[src/rtl/dmem_lsu.sv]
`default_nettype none
// ============================================================================
// Module   : dmem_lsu
// Brief    : Load/store unit driving a word-addressed data memory port.
//            Byte-addressed loads/stores with sign/zero extension; sub-word
//            stores are done as read-modify-write because the memory has no
//            byte enables.
// Revision : 1.0 - initial release
// ============================================================================
module dmem_lsu #(
   parameter int DATA_WIDTH = 32,
   parameter int MEM_DEPTH  = 1024,
   parameter int ADDR_WIDTH = 32,
   localparam int MEM_AW    = $clog2(MEM_DEPTH)
) (
   input  logic                  clk,
   input  logic                  RESET,
   input  logic                  req_valid,
   output logic                  req_ready,
   input  logic                  req_we,
   input  logic [1:0]            req_size,
   input  logic                  req_unsigned,
   input  logic [ADDR_WIDTH-1:0] req_addr,
   input  logic [DATA_WIDTH-1:0] req_wdata,
   output logic                  resp_valid,
   output logic [DATA_WIDTH-1:0] resp_rdata,
   output logic                  resp_err,
   output logic [MEM_AW-1:0]     mem_addr,
   output logic [DATA_WIDTH-1:0] mem_write_data,
   output logic                  mem_write,
   output logic                  mem_read,
   input  logic [DATA_WIDTH-1:0] mem_dout
);

   localparam logic [1:0] c_size_byte = 2'b00;
   localparam logic [1:0] c_size_half = 2'b01;
   localparam logic [1:0] c_size_word = 2'b10;

   typedef enum logic [2:0] {
      IDLE    = 3'd0,
      ERR     = 3'd1,
      LD      = 3'd2,
      LD_DATA = 3'd3,
      ST      = 3'd4,
      RMW_RD  = 3'd5,
      RMW_WR  = 3'd6,
      RESP    = 3'd7
   } state_t;

   state_t                  r_state;
   logic [1:0]              r_size;
   logic                    r_unsigned;
   logic [1:0]              r_lane;
   logic [DATA_WIDTH-1:0]   r_wdata;

   logic [ADDR_WIDTH-1:0]   w_word_idx;
   logic                    w_req_err;
   logic [7:0]              w_byte;
   logic [15:0]             w_half;
   logic [DATA_WIDTH-1:0]   w_load;
   logic [DATA_WIDTH-1:0]   w_merge;

   assign req_ready  = (r_state == IDLE);
   assign w_word_idx = req_addr >> 2;

   // Classify the incoming request as illegal before it is accepted
   always_comb begin
      w_req_err = 1'b0;
      if (req_size == 2'b11)                                  w_req_err = 1'b1;
      if (req_size == c_size_half && req_addr[0])             w_req_err = 1'b1;
      if (req_size == c_size_word && req_addr[1:0] != 2'b00)  w_req_err = 1'b1;
      if (w_word_idx >= ADDR_WIDTH'(MEM_DEPTH))               w_req_err = 1'b1;
   end

   // Pick the addressed lane from the read word and extend it
   always_comb begin
      w_byte = mem_dout[{r_lane, 3'b000} +: 8];
      w_half = mem_dout[{r_lane[1], 4'b0000} +: 16];
      case (r_size)
         c_size_byte: w_load = r_unsigned ? {{(DATA_WIDTH-8){1'b0}}, w_byte}
                                          : {{(DATA_WIDTH-8){w_byte[7]}}, w_byte};
         c_size_half: w_load = r_unsigned ? {{(DATA_WIDTH-16){1'b0}}, w_half}
                                          : {{(DATA_WIDTH-16){w_half[15]}}, w_half};
         default:     w_load = mem_dout;
      endcase
   end

   // Splice the store lane into the word just read back from memory
   always_comb begin
      w_merge = mem_dout;
      if (r_size == c_size_byte) w_merge[{r_lane, 3'b000} +: 8]     = r_wdata[7:0];
      else                       w_merge[{r_lane[1], 4'b0000} +: 16] = r_wdata[15:0];
   end

   // Write data is the merged word during RMW, the raw store data otherwise
   assign mem_write_data = !mem_write          ? '0      :
                           (r_state == RMW_WR) ? w_merge : r_wdata;

   // Sequencer: latches the request and drives registered port strobes
   always_ff @(posedge clk or negedge RESET) begin
      if (!RESET) begin
         r_state    <= IDLE;
         r_size     <= 2'b00;
         r_unsigned <= 1'b0;
         r_lane     <= 2'b00;
         r_wdata    <= '0;
         resp_valid <= 1'b0;
         resp_rdata <= '0;
         resp_err   <= 1'b0;
         mem_addr   <= '0;
         mem_read   <= 1'b0;
         mem_write  <= 1'b0;
      end else begin
         case (r_state)
            IDLE: begin
               if (req_valid) begin
                  r_size     <= req_size;
                  r_unsigned <= req_unsigned;
                  r_lane     <= req_addr[1:0];
                  r_wdata    <= req_wdata;
                  mem_addr   <= w_word_idx[MEM_AW-1:0];
                  if (w_req_err) begin
                     r_state    <= ERR;
                     resp_valid <= 1'b1;
                     resp_err   <= 1'b1;
                  end else if (!req_we) begin
                     r_state  <= LD;
                     mem_read <= 1'b1;
                  end else if (req_size == c_size_word) begin
                     r_state   <= ST;
                     mem_write <= 1'b1;
                  end else begin
                     r_state  <= RMW_RD;
                     mem_read <= 1'b1;
                  end
               end
            end
            LD: begin
               mem_read <= 1'b0;
               r_state  <= LD_DATA;
            end
            LD_DATA: begin
               resp_rdata <= w_load;
               resp_valid <= 1'b1;
               r_state    <= RESP;
            end
            ST: begin
               mem_write  <= 1'b0;
               resp_valid <= 1'b1;
               r_state    <= RESP;
            end
            RMW_RD: begin
               mem_read  <= 1'b0;
               mem_write <= 1'b1;
               r_state   <= RMW_WR;
            end
            RMW_WR: begin
               mem_write  <= 1'b0;
               resp_valid <= 1'b1;
               r_state    <= RESP;
            end
            default: begin
               // RESP and ERR: single response cycle, then back to idle
               resp_valid <= 1'b0;
               resp_err   <= 1'b0;
               resp_rdata <= '0;
               mem_addr   <= '0;
               r_state    <= IDLE;
            end
         endcase
      end
   end

endmodule
`default_nettype wire

[config.mk]
export PLATFORM = sky130hd
export DESIGN_NAME = dmem_lsu
export DESIGN_NICKNAME = d
export VERILOG_FILES = /design/src/rtl/dmem_lsu.sv
export SDC_FILE = /design/constraint.sdc
export NUM_CORES = 1
export LEC_CHECK = 0
export CAP_MARGIN = 20
export CORE_MARGIN = 10
export CORE_UTILIZATION = 58
export CTS_BUF_LIST = sky130_fd_sc_hd__clkbuf_16
export CTS_CLUSTER_SIZE = 20
export DETAILED_ROUTE_END_ITERATION = 10
export DONT_BUFFER_PORTS = 1
export GPL_ROUTABILITY_DRIVEN = 0
export PLACE_DENSITY = 0.77
export SYNTH_ARGS = -nofsm -noshare
export SYNTH_HDL_FRONTEND = slang
export SYNTH_SLANG_ARGS = --single-unit
[constraint.sdc]
create_clock -name clk -period 2.3 [get_ports clk]
set_input_delay 0.23 -clock clk [delete_from_list [all_inputs] [get_ports clk]]
set_output_delay 0.23 -clock clk [all_outputs]
set_load 0.005 [all_outputs]
==> metrics.txt <==
status finished, violations left; failing checks setup timing; worst r2r path cells 4; final instance area 5780 µm²; total gr overflow 0; NumNets Final 603; synthesized area 4960 µm²; 1st-pass router iterations 5; GRT Overall Usage 0.253; Tmin final 2.45 ns; crit end category output port; DP Wirelength 12500 µm; core area 8260 µm²; Iter 0 DRT Violations 648; ratio of cells with drive above 1 in the final layout 0.302; Primary FF master, synth dfrtp_1; Num CTS Buffers 9; min-delay worst type input pin to flip-flop; number of global-route vias before repair 4416; Vias 4512; max cap viols 0; initial antenna violation count 1; Final Hold Viols 0; hold path start req_addr[1]; worst setup margin -0.152 ns; CTS sink cnt 86; Synth Instances 487; hold_ws 0.0162 ns; skew final 0.00567 ns; RR Startpoint r_size[1]; Worst-Skew Late Latency 0.34 ns; WL final 17400 µm; die height 112 µm; #FFs+latches synth 86; Worst Path Max Fanout 8; sequential-to-total area share from yosys stat 0.434; Initial Util 0.601; area of the multi-input gates 2810 µm²; Comb pwr share 0.486; htree depth 3; Worst EP required 2.07 ns; Max Clk Rate 408 MHz; Final Max Slew Viols 0; Fin Setup TNS -0.830 ns; TritonCTS clock tree done; Worst-Margin Slew 0.848 ns; Async SR Flop Fraction 1.00; largest net degree at the start of global routing 87; # IOs 182; fin util 0.700; period utilization 1.07; Port-buffer cells 0; worst vdd ir 0.000799 V; Post-synth EDFFs 0; Clock Tree Buf Depth 2; internal cell power 4780 µW; switching share of power 0.435; register area 2150 µm²; Reg power frac 0.337; Slew Limit Headroom 0.434; Post-Syn Nets 595; area grow syn2layout 16.5%; root buffer cell clkbuf_16; P_sw 3680 µW; dpl cell area 5150 µm²; worst setup path category flip-flop to output port; Post-Syn Area per Cell 10.2 µm²; post-synth cell types 60; crit path from r_lane[0]; top cells by area, synth dfrtp_1, mux2_2, a221o_1; PwrDens 1460 nW/µm²; clk slew on worst S/H paths 0.06 ns; leading area contributor after synthesis dfrtp_1; first-pass GRT wire length 25700 µm; Clk pwr share 0.177; vias per inst 7.45; DRC 0; Syn. warnings 0; most instantiated library cell after synthesis dfrtp_1; Finish-stage setup viols 11; Die ar. 12700 µm²; Die X-Extent 112 µm; startpoint types flip-flop; unrepaired setup endpoints after global routing yes; Worst Hold Depth 2; row cnt 33; Fillers 588; ANT nets after route 0; average wire per standard cell 28.7 µm; Static Leakage 0.00233 µW; Final Total Pwr 8460 µW; Post-synth top cells dfrtp_1, nand2_1, mux2_2, a21oi_1, o21ai_0; Critical Path AT 2.22 ns; post-synth top area share 0.434
## layout make-up
class | count | area share
repair buffers | 34 | 0.0569
multi-input cells | 352 | 0.487
clock buffers | 9 | 0.0390
diodes | 1 | 0.000433
well taps | 105 | 0.0227
inverters | 12 | 0.00823
clock inverters | 7 | 0.0136
flip-flops and latches | 86 | 0.373
## layer usage
layer	GRT usage	share of wire	vias to the layer above
met1	0.305	0.37	2212
met5	0	0	-
met4	0.118	0.045	0
met2	0.376	0.44	352
met3	0.119	0.14	69
li1	-	-	1879
## layout by cell type (no fill, tap or decap), types with 5 or more instances in the layout
| cell type | netlist | routed |
|---|---|---|
| a211oi_2 | 1 | 5 |
| a21oi_1 | 34 | 27 |
| a21oi_2 | 0 | 7 |
| a221o_1 | 21 | 21 |
| a22o_1 | 15 | 15 |
| a22oi_1 | 18 | 18 |
| a31oi_1 | 8 | 5 |
| buf_4 | 0 | 25 |
| clkbuf_16 | 0 | 9 |
| dfrtp_1 | 86 | 85 |
| inv_1 | 11 | 10 |
| mux2_2 | 40 | 40 |
| mux4_2 | 5 | 5 |
| nand2_1 | 42 | 41 |
| nand2b_1 | 6 | 6 |
| nand3_1 | 8 | 8 |
| nor2_1 | 10 | 9 |
| nor2b_1 | 14 | 12 |
| o21ai_0 | 33 | 33 |
| o21ai_1 | 9 | 5 |
| o21ai_2 | 1 | 5 |
| o221ai_1 | 5 | 5 |
| o22ai_1 | 5 | 5 |
| o31ai_1 | 12 | 8 |
## cell families (layout without fill, tap and decap cells)
group | after synthesis | in the layout | synth area share
xor gates and xnor gates | 1 | 1 | 0.00177
other | 0 | 1 | 0
and+or+nand+nor | 114 | 114 | 0.123
buffers and inverters | 49 | 62 | 0.0431
DFF | 86 | 86 | 0.434
AOI/OAI and AO/OA | 186 | 186 | 0.267
muxes | 46 | 46 | 0.119
adders and majority gates | 5 | 5 | 0.0126
## path summary, 6_finish.rpt
kind	slack [ns]	to
worst max-delay path	-0.15	mem_write_data[24]
worst min-delay path	0.02	r_lane[1]
worst max register to register	0.24	resp_rdata[8]
worst min register to register	0.51	r_wdata[28]
max in group asynchronous	1.45	r_lane[1]
min in group asynchronous	0.45	r_wdata[24]
## registers in the layout, indices dropped and copies added (netlist names)
signal      cells
resp_valid      1
r_lane          2
resp_err        1
r_wdata        32
mem_write       1
mem_addr       10
r_size          2
r_state         3
mem_read        1
r_unsigned      1
resp_rdata     32
## power groups by stage
stage	Combinational, µW	Sequential [µW]	Clock [µW]
global route	4430	2920	1570
detailed placement	3540	2800	0
floorplan	2730	2520	0
finish	4110	2850	1500
CTS	3710	2790	1510
global placement	3410	2770	0
## timing repair
item	in CTS	in global routing
gates resized for setup	13	41
buffers inserted	2	3
hold buffers	3	0
hold endpoints to repair	87	0
endpoints found under the setup margin	24	46
pin swaps	11	19
gates cloned	0	0
## worst max-delay path: stages (launching register included)
cell and delay, ns:
dfrtp_1 0.40, inv_2 0.12, ha_4 0.22, buf_4 0.15
nor3_4 0.19, buf_6 0.17, a21oi_2 0.08, o31ai_2 0.37
buf_4 0.18
## through the flow
step | cells | worst slack (ns)
after floorplan | 487 | 0.00165
after global placement | 581 | 0.159
after detailed placement | 581 | 0.0904
after CTS | 602 | -0.0759
after global routing | 606 | -0.178
final | 606 | -0.152
No activity file was read; power rests on OpenSTA's default activity.
